## src/rtl/seg7_scan_ctrl.sv

```systemverilog
// Eight-digit multiplexed hex display scanner with frame-synchronous double-buffered data.
// Latency: outputs registered, one cycle behind idx/disp/ctrl; data commits at frame end.
// Backpressure: none; writes always accepted, later data writes overwrite the shadow word.
module seg7_scan_ctrl #(
    parameter int SCAN_DIV = 100000
) (
    input  logic        clk,
    input  logic        rst,
    input  logic        wr_en,
    input  logic        wr_addr,
    input  logic [31:0] wr_data,
    output logic [7:0]  o_seg,
    output logic [7:0]  o_sel,
    output logic        frame_done
);

    localparam int DIV_W = $clog2(SCAN_DIV);
    localparam logic [DIV_W-1:0] DIV_LAST = DIV_W'(SCAN_DIV - 1);

    typedef struct packed {
        logic [7:0] dp_mask;
        logic       lz;
        logic       en;
    } ctrl_t;

    localparam ctrl_t CTRL_RST = '{dp_mask: 8'h00, lz: 1'b0, en: 1'b1};

    logic [DIV_W-1:0] div;
    logic [2:0]       idx;
    logic [31:0]      shadow;
    logic [31:0]      disp;
    logic             pending;
    ctrl_t            ctrl;

    logic             frame_tick;
    logic [3:0]       nibble;
    logic [31:0]      upper;
    logic             blank;
    logic [6:0]       hex_seg;
    logic [7:0]       seg_nxt;
    logic [7:0]       sel_nxt;

    always_comb begin
        frame_tick = (div == DIV_LAST) && (idx == 3'd7);
    end

    // upper holds the current digit and everything above it; zero means a leading zero.
    always_comb begin
        nibble = disp[{idx, 2'b00} +: 4];
        upper  = disp >> {idx, 2'b00};
        blank  = !ctrl.en || (ctrl.lz && (idx != 3'd0) && (upper == 32'd0));
    end

    always_comb begin
        hex_seg = 7'h7F;
        case (nibble)
            4'h0: hex_seg = 7'h40;
            4'h1: hex_seg = 7'h79;
            4'h2: hex_seg = 7'h24;
            4'h3: hex_seg = 7'h30;
            4'h4: hex_seg = 7'h19;
            4'h5: hex_seg = 7'h12;
            4'h6: hex_seg = 7'h02;
            4'h7: hex_seg = 7'h78;
            4'h8: hex_seg = 7'h00;
            4'h9: hex_seg = 7'h10;
            4'hA: hex_seg = 7'h08;
            4'hB: hex_seg = 7'h03;
            4'hC: hex_seg = 7'h46;
            4'hD: hex_seg = 7'h21;
            4'hE: hex_seg = 7'h06;
            4'hF: hex_seg = 7'h0E;
            default: hex_seg = 7'h7F;
        endcase
    end

    always_comb begin
        seg_nxt = 8'hFF;
        sel_nxt = 8'hFF;
        if (!blank) begin
            seg_nxt = {~ctrl.dp_mask[idx], hex_seg};
            sel_nxt = ~(8'd1 << idx);
        end
    end

    always_ff @(posedge clk) begin
        if (rst) begin
            div        <= '0;
            idx        <= 3'd0;
            shadow     <= 32'd0;
            disp       <= 32'd0;
            pending    <= 1'b0;
            ctrl       <= CTRL_RST;
            o_seg      <= 8'hFF;
            o_sel      <= 8'hFF;
            frame_done <= 1'b0;
        end else begin
            if (div == DIV_LAST) begin
                div <= '0;
                idx <= idx + 3'd1;
            end else begin
                div <= div + DIV_W'(1);
            end

            frame_done <= frame_tick;

            // A data write landing on the tick edge still sees the old shadow committed,
            // and the later assignment below keeps pending set for the next frame.
            if (frame_tick && pending) begin
                disp    <= shadow;
                pending <= 1'b0;
            end
            if (wr_en && !wr_addr) begin
                shadow  <= wr_data;
                pending <= 1'b1;
            end
            if (wr_en && wr_addr) begin
                ctrl <= '{dp_mask: wr_data[15:8], lz: wr_data[1], en: wr_data[0]};
            end

            o_seg <= seg_nxt;
            o_sel <= sel_nxt;
        end
    end

endmodule
```

## config.mk

```make
export PLATFORM = sky130hd
export DESIGN_NAME = seg7_scan_ctrl
export DESIGN_NICKNAME = d
export VERILOG_FILES = /design/src/rtl/seg7_scan_ctrl.sv
export SDC_FILE = /design/constraint.sdc
export NUM_CORES = 1
export LEC_CHECK = 0
export ABC_AREA = 1
export CAP_MARGIN = 40
export CORE_AREA = 8 8 133 135
export CTS_CLUSTER_SIZE = 30
export DETAILED_ROUTE_END_ITERATION = 10
export DIE_AREA = 0 0 141 143
export GPL_ROUTABILITY_DRIVEN = 0
export SYNTH_ARGS = -nofsm -noshare
export SYNTH_HDL_FRONTEND = slang
export SYNTH_SLANG_ARGS = --single-unit
```

## constraint.sdc

```tcl
create_clock -name clk -period 6.4 [get_ports clk]
set_clock_uncertainty 0.05 [all_clocks]
set_input_delay 0.64 -clock clk [delete_from_list [all_inputs] [get_ports clk]]
set_output_delay 0.64 -clock clk [all_outputs]
set_load 0.05 [all_outputs]
```

Word level (Yosys, flattened, before mapping) --
Memories as Yosys holds them, arrays and structs flattened. A register that Yosys moved wholly into a read port is not among the register bits. Index checks and enable logic that the tools add are counted.
Cells by class: add/subtract/negate cells 2, magnitude comparators 1, equality and inequality tests 2, shift operators 3, muxes and demuxes 4, bitwise gates (word level) 2, reductions and logical operators 14
Operators with widths (count):
- zero test 32 bit | 1
- indexed part select 32 x 6 -> 4 bit | 1
- right shift 32 x 5 -> 32 bit | 1
- adder 17 x 1 -> 17 bit (second input constant) | 1
- equality test 17 bit (second input constant) | 1
- inverter 8 bit | 1
- << shifter 1 x 3 -> 8 bit (first input constant) | 1
- logical AND 1 bit | 6
- < comparator 3 x 4 -> 1 bit (second input constant) | 1
- OR reduction 2 bit | 2
- adder 3 x 1 -> 3 bit (second input constant) | 1
- binary-select mux 1 bit (select 3 bit) | 1
- equality test 3 bit (second input constant) | 1
- two-way mux 1 bit | 3
- nonzero test 3 bit | 1
- zero test 1 bit | 2
- nonzero test 2 bit | 1
- logical OR 1 bit | 1
- inverter 1 bit | 1
Word-level totals: register bits after elaboration 112, bits in read-only memories 112, input port bits 36, memories 1
Memory list:
- (name not given) | depth 16, width 7, rd ports 1, clocked after memory_dff 1, write ports 0, line 56 | case (nibble)

Longest topological paths before layout --
Gate-level depths: netlist of run 1.
depth in word-level cells 5, gate-level depth with buffers 16

Worst setup path after synthesis of run 1 --
OpenSTA, ideal clock, no wires.
path type flip-flop to flip-flop, start point reg idx[0], end point reg o_seg[0], library setup time 0.066 ns, arrival time 2.088 ns, data required time 6.284 ns, setup slack 4.196 ns, stages on the path, launching flop included 16, buffers on the path 4, period minus slack after synthesis 2.204 ns, cell sequence dfxtp_1 buf_6 buf_4 buf_2 o21ai_1 mux2i_1 nand2_1 nand2_1 ha_1 nand3_1 a21oi_1 nand2_1 nor2_2 nand3_4 buf_6 nand3_2
On the way: cells in the longest elaborated chain, start to end 5, elaborated cells on any way between the ends 8, classes of those cells shift (2); reduce/logical (6)
Ends and longest elaborated chain:
- from (decl) | line 29 | logic [2:0] idx;
- from (signal assigned) | line 100 | idx <= idx + 3'd1;
- right shift 32 x 5 -> 32 bit or nonzero test 3 bit (tied branches) | line 50, 51
- zero test 32 bit or logical AND 1 bit (tied branches) | line 51 | blank = !ctrl.en || (ctrl.lz && (idx != 3'd0) && (upper == 32'd0));
- logical AND 1 bit | line 51
- logical OR 1 bit | line 51
- OR reduction 2 bit (no line)
- to (decl) | line 12 | output logic [7:0] o_seg,
Several ways; a longest one is shown, not always the timed one. A chain may end at the register's enable or synchronous reset.

Worst setup path after layout of run 1 --
start point reg idx[1], end point reg o_sel[1]
On the way: cells in the longest elaborated chain, start to end 5, elaborated cells on any way between the ends 9, classes of those cells shift (2); bitwise (1); reduce/logical (6)
Ends and longest elaborated chain:
- right shift 32 x 5 -> 32 bit or nonzero test 3 bit (tied branches) | line 50, 51
- zero test 32 bit or logical AND 1 bit (tied branches) | line 51
- logical AND 1 bit | line 51
- logical OR 1 bit | line 51
- OR reduction 2 bit (no line)
- to (signal assigned) | line 122 | o_sel <= sel_nxt;
- to (decl) | line 13 | output logic [7:0] o_sel,
Several ways; a longest one is shown, not always the timed one.

==> results of run 1 <==
cell families (layout without fill, tap and decap cells):
group,after synthesis,count (layout)
compound gates,90,90
flops,112,112
mux,1,1
xor+xnor,6,6
simple gates,455,455
fa+ha+maj,12,12
buf+inv,115,151
through the flow:
stage | utilization [%] | total power [µW]
finish | 40.52 | 1392
global route | 40.52 | 1453
CTS | 40.52 | 1411
detailed placement | 38.63 | 842.5
global placement | 38.32 | 839.6
floorplan | - | 796.0
synthesized netlist by cell type, types with 4 or more instances:
library cell,count,share of area (%)
nand2_1,194,14
nor2_1,177,12
dfxtp_1,112,42
inv_1,73,5.1
o21ai_0,57,5.3
nand3_1,45,4.2
clkbuf_1,20,1.4
a21oi_1,15,1.4
ha_1,12,2.8
buf_2,11,1.0
nand3_2,10,1.9
nand4_1,7,0.82
o21ai_1,7,0.65
nand2_2,6,0.70
xor2_1,6,0.98
buf_6,5,1.0
nor3_1,5,0.47
o211ai_1,4,0.56
o21ai_2,4,0.65
worst paths after layout:
check / start / endpoint / slack, ns / depth (start not counted)
setup / recovery: idx[1] / o_sel[1] / 3.19 / 11
hold / removal: div[0] / div[0] / 0.40 / 1
setup reg to reg: idx[1] / o_sel[1] / 3.19 / 11
hold reg to reg: div[0] / div[0] / 0.40 / 1
critical path, cell delays in order, from the launching register on:
cell,delay [ns]
dfxtp_1,0.78
clkinv_1,0.70
mux2i_1,0.40
nand2_1,0.08
nand2_1,0.12
ha_1,0.20
nand3_1,0.09
a21oi_1,0.12
nand2_1,0.09
nor2_2,0.15
nand3_4,0.22
nand3_1,0.13
area by class of cell:
class                           count  area share, %
Clock buffer                        9          3.564
Tap cell                          216          4.276
Multi-Input combinational cell    564          41.48
Clock inverter                      7          1.109
Inverter                           77          4.613
Timing Repair Buffer               58          9.463
Sequential cell                   112          35.50
state kept, by name (all words and copies together), names as in the netlist, 3 cells and up:
signal / cells
idx: 3
ctrl: 10
shadow: 32
o_seg: 8
o_sel: 8
div: 17
disp: 32
metal layers:
layer / global-route usage [%] / part of all wire (%) / vias to the layer above
li1: - / - / 2522
met1: 16.87 / 52 / 2039
met2: 19.19 / 43 / 67
met3: 3.740 / 4.5 / 10
met4: 4.016 / 1.1 / 0
met5: 0 / 0 / -
power by group through the flow:
| stage | Sequential [µW] | Combinational [µW] | Clock (µW) |
|---|---|---|---|
| final | 731 | 94.3 | 567 |
| after global routing | 733 | 106 | 614 |
| after CTS | 730 | 96.1 | 585 |
| after detailed placement | 747 | 95.8 | 0 |
| after global placement | 747 | 93.1 | 0 |
| after floorplan | 756 | 39.6 | 0 |
==> flow_summary.json, run 1 <==
{
  "finalNetCount": 870,
  "clkPwrFrac_pct": 40.7,
  "multi_input_comb_area_um2": 2621,
  "synth_compound_area_share_pct": 8.981,
  "htree_num_levels": 3,
  "hold_viol": 0,
  "ctsResizeCount": 0,
  "grt_pass1_vias": 4450,
  "cts_tree": "built",
  "synth_xor_xnor_area_share_pct": 0.9797,
  "cts-hold-fix-buffers": 0,
  "placed_area_um2": 6025,
  "dr.pass1.iters": 4,
  "tns_ns": 0,
  "insertion_delay_ns": 0.36,
  "p_int_uw": 1065,
  "tightest_slew_ns": 0.7055,
  "cts-root-buf": "clkbuf_16",
  "status": "finished clean",
  "path_clk_slew_ns": 0.07,
  "powerDensity_nw_per_um2": 220.3,
  "dieWidth_um": 141,
  "dp.cells": 1027,
  "fin_crit_sh_pct": 50.13,
  "min_period_ns": 3.208,
  "synthCells": 791,
  "pre_cts_slack_ns": 3.256,
  "cts_buffers": 9,
  "initial_utilization_pct": 34.39,
  "die_area_um2": 20160,
  "syn-num-nets": 839,
  "synth_mux_area_share_pct": 0.1866,
  "crit_type": "reg2reg",
  "worst_ep_required_time_ns": 6.64,
  "io_pins": 53,
  "combPwrFrac_pct": 6.8,
  "die_h_um": 143,
  "synth_cell_types": 37,
  "hp-class": "reg2reg",
  "viasPerCell": 4.447,
  "p_switching_uw": 326.8,
  "clock_sinks": 112,
  "grt_remaining_overflow": 0,
  "crit_path_end_kind": "flop",
  "relSlewSlack_pct": 52.90,
  "setup_violations": 0,
  "crit_path_max_fanout": 22,
  "wl_per_cell_um": 11.53,
  "grt_pass1_wl_um": 20770,
  "fillers": 1657,
  "antenna_found_initial": 0,
  "ant_nets": 0,
  "max_freq_mhz": 311.7,
  "ys_seq_area_share_pct": 41.80,
  "start_kind": "flop",
  "drc_errors": 0,
  "grt_setup_unrepaired": "no",
  "synth_edf_count": 0,
  "avgSynthCellArea_um2": 6.781,
  "synth_top_family_by_area": "simple AND/OR/NAND/NOR gates",
  "grt_max_degree": 77,
  "arrival_ns": 3.45,
  "wl_um": 12030,
  "first_iter_violations": 370,
  "core_region_area_um2": 15600,
  "maxCapViolCount": 0,
  "seqPwrFrac_pct": 52.5,
  "cts_buffer_depth": 2,
  "vias": 4638,
  "p_sw_share_pct": 23.47,
  "final_layout_size_suffix_gt1_share_pct": 6.651,
  "ys_warn_count": 0,
  "final_cell_mix": "nand2_1, nor2_1, dfxtp_1",
  "synth-async-reset-ratio_pct": 0,
  "synthSimpleGateAreaFrac_pct": 35.92,
  "final_common_cell": "nand2_1",
  "slew_violations": 0,
  "p_leak_uw": 0.002959,
  "stdcell_area_um2": 6320,
  "place.port_buffers": 52,
  "ys_ff_latch": 112,
  "ys.flop_type": "dfxtp_1",
  "n_antenna_cell": 0,
  "seq_area_um2": 2243,
  "dp_hpwl_um": 8480,
  "synthAdderAreaFrac_pct": 2.799,
  "ir_drop_uv": 147.2,
  "fin_hold_ws_ns": 0.3988,
  "final.setup.worst_slack_ns": 3.192,
  "syn_to_final_growth_pct": 17.82,
  "rows": 46,
  "netlist_area_um2": 5364,
  "track_usage_pct": 12.65,
  "postCtsSetupBuffers": 0,
  "instances_no_fill": 1043
}
Note: power is estimated with default switching activity, not from simulation.
==> run 2, diff against run 1 <==
Clock period 6.4 ns to 2.7 ns, I/O delays scaled along.
==> flow_summary.json, run 2 (synthesized netlist as in run 1, its figures left out) <==
{
  "pre_cts_slack_ns": 0.3580,
  "fin_crit_sh_pct": 87.30,
  "tns_ns": 0,
  "io_pins": 53,
  "track_usage_pct": 13.00,
  "finalNetCount": 876,
  "n_antenna_cell": 0,
  "seqPwrFrac_pct": 53.6,
  "slew_violations": 0,
  "relSlewSlack_pct": 61.56,
  "power.total_uw": 3230,
  "status": "finished clean",
  "reg_top3": "disp x32, shadow x32, div x17",
  "place.port_buffers": 52,
  "instances_no_fill": 1049,
  "grt_setup_unrepaired": "no",
  "met3_usage_pct": 3.907,
  "final.setup.worst_slack_ns": 0.3429,
  "insertion_delay_ns": 0.35,
  "ctsResizeCount": 0,
  "combPwrFrac_pct": 7.0,
  "clkPwrFrac_pct": 39.4,
  "final_common_cell": "nand2_1",
  "fin_util_pct": 40.81,
  "vias": 4685,
  "worst_ep_required_time_ns": 2.94,
  "p_leak_uw": 0.002991,
  "fillers": 1688,
  "min_period_ns": 2.357,
  "grt_pass1_wl_um": 21470,
  "p_sw_share_pct": 23.64,
  "drc_errors": 0,
  "dp.cells": 1033,
  "cts_tree": "built",
  "first_iter_violations": 299,
  "cts-hold-fix-buffers": 0,
  "die_h_um": 143,
  "cts_buffers": 9,
  "grt_remaining_overflow": 0,
  "wl_um": 12370,
  "powerDensity_nw_per_um2": 507.5,
  "cts-root-buf": "clkbuf_16",
  "top_usage_layer": "met2",
  "clock_sinks": 112,
  "rows": 46,
  "ir_drop_uv": 287.6,
  "crit_path_max_fanout": 18,
  "p_switching_uw": 763.7,
  "final_cell_mix": "nand2_1, nor2_1, dfxtp_1",
  "wl_per_cell_um": 11.80,
  "die_area_um2": 20160,
  "initial_utilization_pct": 34.39,
  "p_int_uw": 2466,
  "dr.pass1.iters": 4,
  "syn_to_final_growth_pct": 18.66,
  "ant_nets": 0,
  "maxCapViolCount": 0,
  "core_region_area_um2": 15600,
  "grt.met1_usage_pct": 16.85,
  "hp-class": "reg2reg",
  "final_layout_size_suffix_gt1_share_pct": 7.203,
  "arrival_ns": 2.59,
  "max_freq_mhz": 424.2,
  "crit_path_end_kind": "flop",
  "grtUsageMet2_pct": 20.46,
  "htree_num_levels": 3,
  "cts_buffer_depth": 2,
  "antenna_found_initial": 0,
  "tightest_slew_ns": 0.5760,
  "grt_pass1_vias": 4653,
  "crit_type": "reg2reg",
  "path_clk_slew_ns": 0.07,
  "start_kind": "flop",
  "dieWidth_um": 141,
  "dp_hpwl_um": 8846,
  "setup_violations": 0,
  "postCtsSetupBuffers": 0,
  "hold_viol": 0,
  "viasPerCell": 4.466,
  "grt_max_degree": 77
}
-- run 2: worst paths after layout --
kind	startpoint	to	slack (ns)	depth (start not counted)
setup / recovery	idx[0]	o_sel[2]	0.34	13
hold / removal	div[0]	div[0]	0.41	1
setup reg to reg	idx[0]	o_sel[2]	0.34	13
hold reg to reg	div[0]	div[0]	0.41	1
-- run 2: area by class of cell --
cell class,instances,area (µm²),share of cell area (%)
clock buffers,11,242.7,3.814
clock inverters,5,40.04,0.6291
inverters,77,291.5,4.580
multi-input cells,564,2621,41.18
flip-flops and latches,112,2243,35.25
well taps,216,270.3,4.246
repair buffers,64,655.6,10.30
-- run 2: power by group through the flow --
stage | Combinational, µW | Sequential [µW] | Clock [µW]
2_1_floorplan | 93.9 | 1790 | 0
3_3_place_gp | 223 | 1770 | 0
3_5_place_dp | 230 | 1770 | 0
4_1_cts | 231 | 1730 | 1330
5_1_grt | 253 | 1740 | 1380
6_report | 227 | 1730 | 1270
-- run 2: worst max-delay path, stage by stage, from the launching register on --
cell and delay, ns:
dfxtp_2 0.42, buf_4 0.24, nand2_1 0.07, o21ai_1 0.07, o21ai_1 0.17, nand2_1 0.07
nand2_1 0.18, ha_1 0.22, nand3_1 0.09, a21oi_1 0.12, nand2_1 0.08, nor2_2 0.15
nand3_4 0.23, nand3_1 0.14
-- run 2: layer usage --
layer / vias up / part of all wire, %
li1: 2542 / -
met1: 2053 / 51
met2: 78 / 44
met3: 12 / 4.1
met4: 0 / 1.2
met5: - / 0
-- run 2: per-stage QoR --
| step | hold slack, ns | area (µm²) |
|---|---|---|
| global placement | 0.3819 | 6055 |
| CTS | 0.4122 | 6365 |
| detailed placement | 0.3954 | 6082 |
| floorplan | 0.2891 | 5364 |
| finish | 0.4063 | 6365 |
| global route | 0.4225 | 6365 |
==> run 3, diff against run 2 <==
Settings changed: RECOVER_POWER set to 50.
==> flow_summary.json, run 3 (synthesized netlist as in run 1, its figures left out) <==
{
  "insertion_delay_ns": 0.35,
  "ir_drop_uv": 289.0,
  "crit_path_max_fanout": 18,
  "hold_viol": 0,
  "cp_cell_sequence": "buf_4, nand2_1, o21ai_1, o21ai_1, nand2_1, nand2_1, ha_1, nand3_1, a21oi_1, nand2_1, nor2_2, nand3_4, nand3_1",
  "dp_hpwl_um": 8846,
  "path_delay_family": "simple AND/OR/NAND/NOR gates",
  "setup_violations": 0,
  "seqPwrFrac_pct": 53.8,
  "grt_setup_unrepaired": "no",
  "status": "finished clean",
  "p_sw_share_pct": 23.60,
  "rrSetupSlack_ns": 0.35,
  "final_cell_mix": "nand2_1, nor2_1, dfxtp_1",
  "crit_path_end_kind": "flop",
  "critPathCapture": "o_sel[2]",
  "postCtsSetupBuffers": 0,
  "viasPerCell": 4.479,
  "maxCapViolCount": 0,
  "grt_remaining_overflow": 0,
  "core_region_area_um2": 15600,
  "vias": 4698,
  "finalNetCount": 876,
  "cts_buffers": 9,
  "cp.depth": 13,
  "cts-hold-fix-buffers": 0,
  "htree_num_levels": 3,
  "dr.pass1.iters": 4,
  "clkPwrFrac_pct": 39.4,
  "initial_utilization_pct": 34.39,
  "rr_startpoint": "idx[0]",
  "n_antenna_cell": 0,
  "final_layout_size_suffix_gt1_share_pct": 7.083,
  "final_common_cell": "nand2_1",
  "syn_to_final_growth_pct": 18.38,
  "wl_um": 12330,
  "relSlewSlack_pct": 13.33,
  "reg_top3": "disp x32, shadow x32, div x17",
  "grt_max_degree": 77,
  "dieWidth_um": 141,
  "drc_errors": 0,
  "ctsResizeCount": 0,
  "path_clk_slew_ns": 0.07,
  "p_leak_uw": 0.002962,
  "clock_sinks": 112,
  "crit_slowest_cell": "dfxtp_2",
  "worst_ep_required_time_ns": 2.94,
  "grt_pass1_vias": 4653,
  "powerDensity_nw_per_um2": 507.2,
  "fin_crit_sh_pct": 87.00,
  "crit_type": "reg2reg",
  "track_usage_pct": 13.00,
  "tightest_slew_ns": 1.300,
  "io_pins": 53,
  "hp-class": "reg2reg",
  "worstSetupStartpoint": "idx[0]",
  "p_switching_uw": 760.1,
  "cts_buffer_depth": 2,
  "max_freq_mhz": 425.7,
  "pre_cts_slack_ns": 0.3580,
  "combPwrFrac_pct": 6.8,
  "max_stage_delay_ns": 0.42,
  "final.setup.worst_slack_ns": 0.3511,
  "worst-path-buf-inv": 1,
  "die_h_um": 143,
  "arrival_ns": 2.59,
  "die_area_um2": 20160,
  "antenna_found_initial": 0,
  "start_kind": "flop",
  "cts_tree": "built",
  "cts-root-buf": "clkbuf_16",
  "p_int_uw": 2460,
  "rows": 46,
  "place.port_buffers": 52,
  "tns_ns": 0,
  "r2r.worst_path.cells": 13,
  "wl_per_cell_um": 11.76,
  "slew_violations": 0,
  "grt_pass1_wl_um": 21470,
  "reg2reg_to": "o_sel[2]",
  "min_period_ns": 2.349,
  "ant_nets": 0,
  "first_iter_violations": 287,
  "cp_common_cell": "nand2_1"
}
-- run 3: changes by cell type in the layout (fill, tap and decap cells not counted) --
cell	previous run	this run
clkdlybuf4s50_1	52	33
buf_12	2	1
clkbuf_2	0	1
inv_2	3	2
inv_1	72	73
dlygate4sd3_1	0	19
-- run 3: how the worst min path moves through the flow --
stage                     depth (start not counted)  startpoint       to
after floorplan                                   1         rst  pending
after global placement                            1      div[0]   div[0]
after detailed placement                          1      div[0]   div[0]
after CTS                                         1      div[0]   div[0]
after global routing                              1      div[0]   div[0]
final                                             1      div[0]   div[0]
-- run 3: stage by stage --
stage	area, µm²	cells	total power [µW]	util, %	hold WS [ns]
6_report	6350	1049	3221	40.71	0.4046
5_1_grt	6350	1049	3370	40.71	0.4225
4_1_cts	6365	1049	3292	40.81	0.4122
3_5_place_dp	6082	1033	2000	38.99	0.3954
3_3_place_gp	6055	1032	1992	38.82	0.3819
2_1_floorplan	5364	791	1887	-	0.2891
-- run 3: per-layer routing --
metal / global-route usage (%) / vias to the layer above / routed length [µm]
li1: - / 2543 / -
met1: 16.85 / 2056 / 6294
met2: 20.46 / 85 / 5310
met3: 3.907 / 14 / 571
met4: 3.790 / 0 / 158
met5: 0 / - / 0
-- run 3: area by class of cell --
class                   count  area (µm²)
well taps                 216       270.3
clock buffers              11       242.7
multi-input cells         564        2621
flip-flops and latches    112        2243
inverters                  77       291.5
clock inverters             5       40.04
repair buffers             64       640.6
fillers                  1689        9248
-- run 3: worst reg2reg max path, stage by stage (launching register included) --
cell and delay (ns):
dfxtp_2 0.42, buf_4 0.24, nand2_1 0.07, o21ai_1 0.07, o21ai_1 0.16, nand2_1 0.07, nand2_1 0.18, ha_1 0.22
nand3_1 0.09, a21oi_1 0.12, nand2_1 0.08, nor2_2 0.15, nand3_4 0.23, nand3_1 0.14
-- run 3: power by group through the flow --
stage	sequential (µW)	combinational [µW]	clock, µW
floorplan	1790	93.9	0
global placement	1770	223	0
detailed placement	1770	230	0
CTS	1730	231	1330
global route	1740	248	1380
finish	1730	220	1270
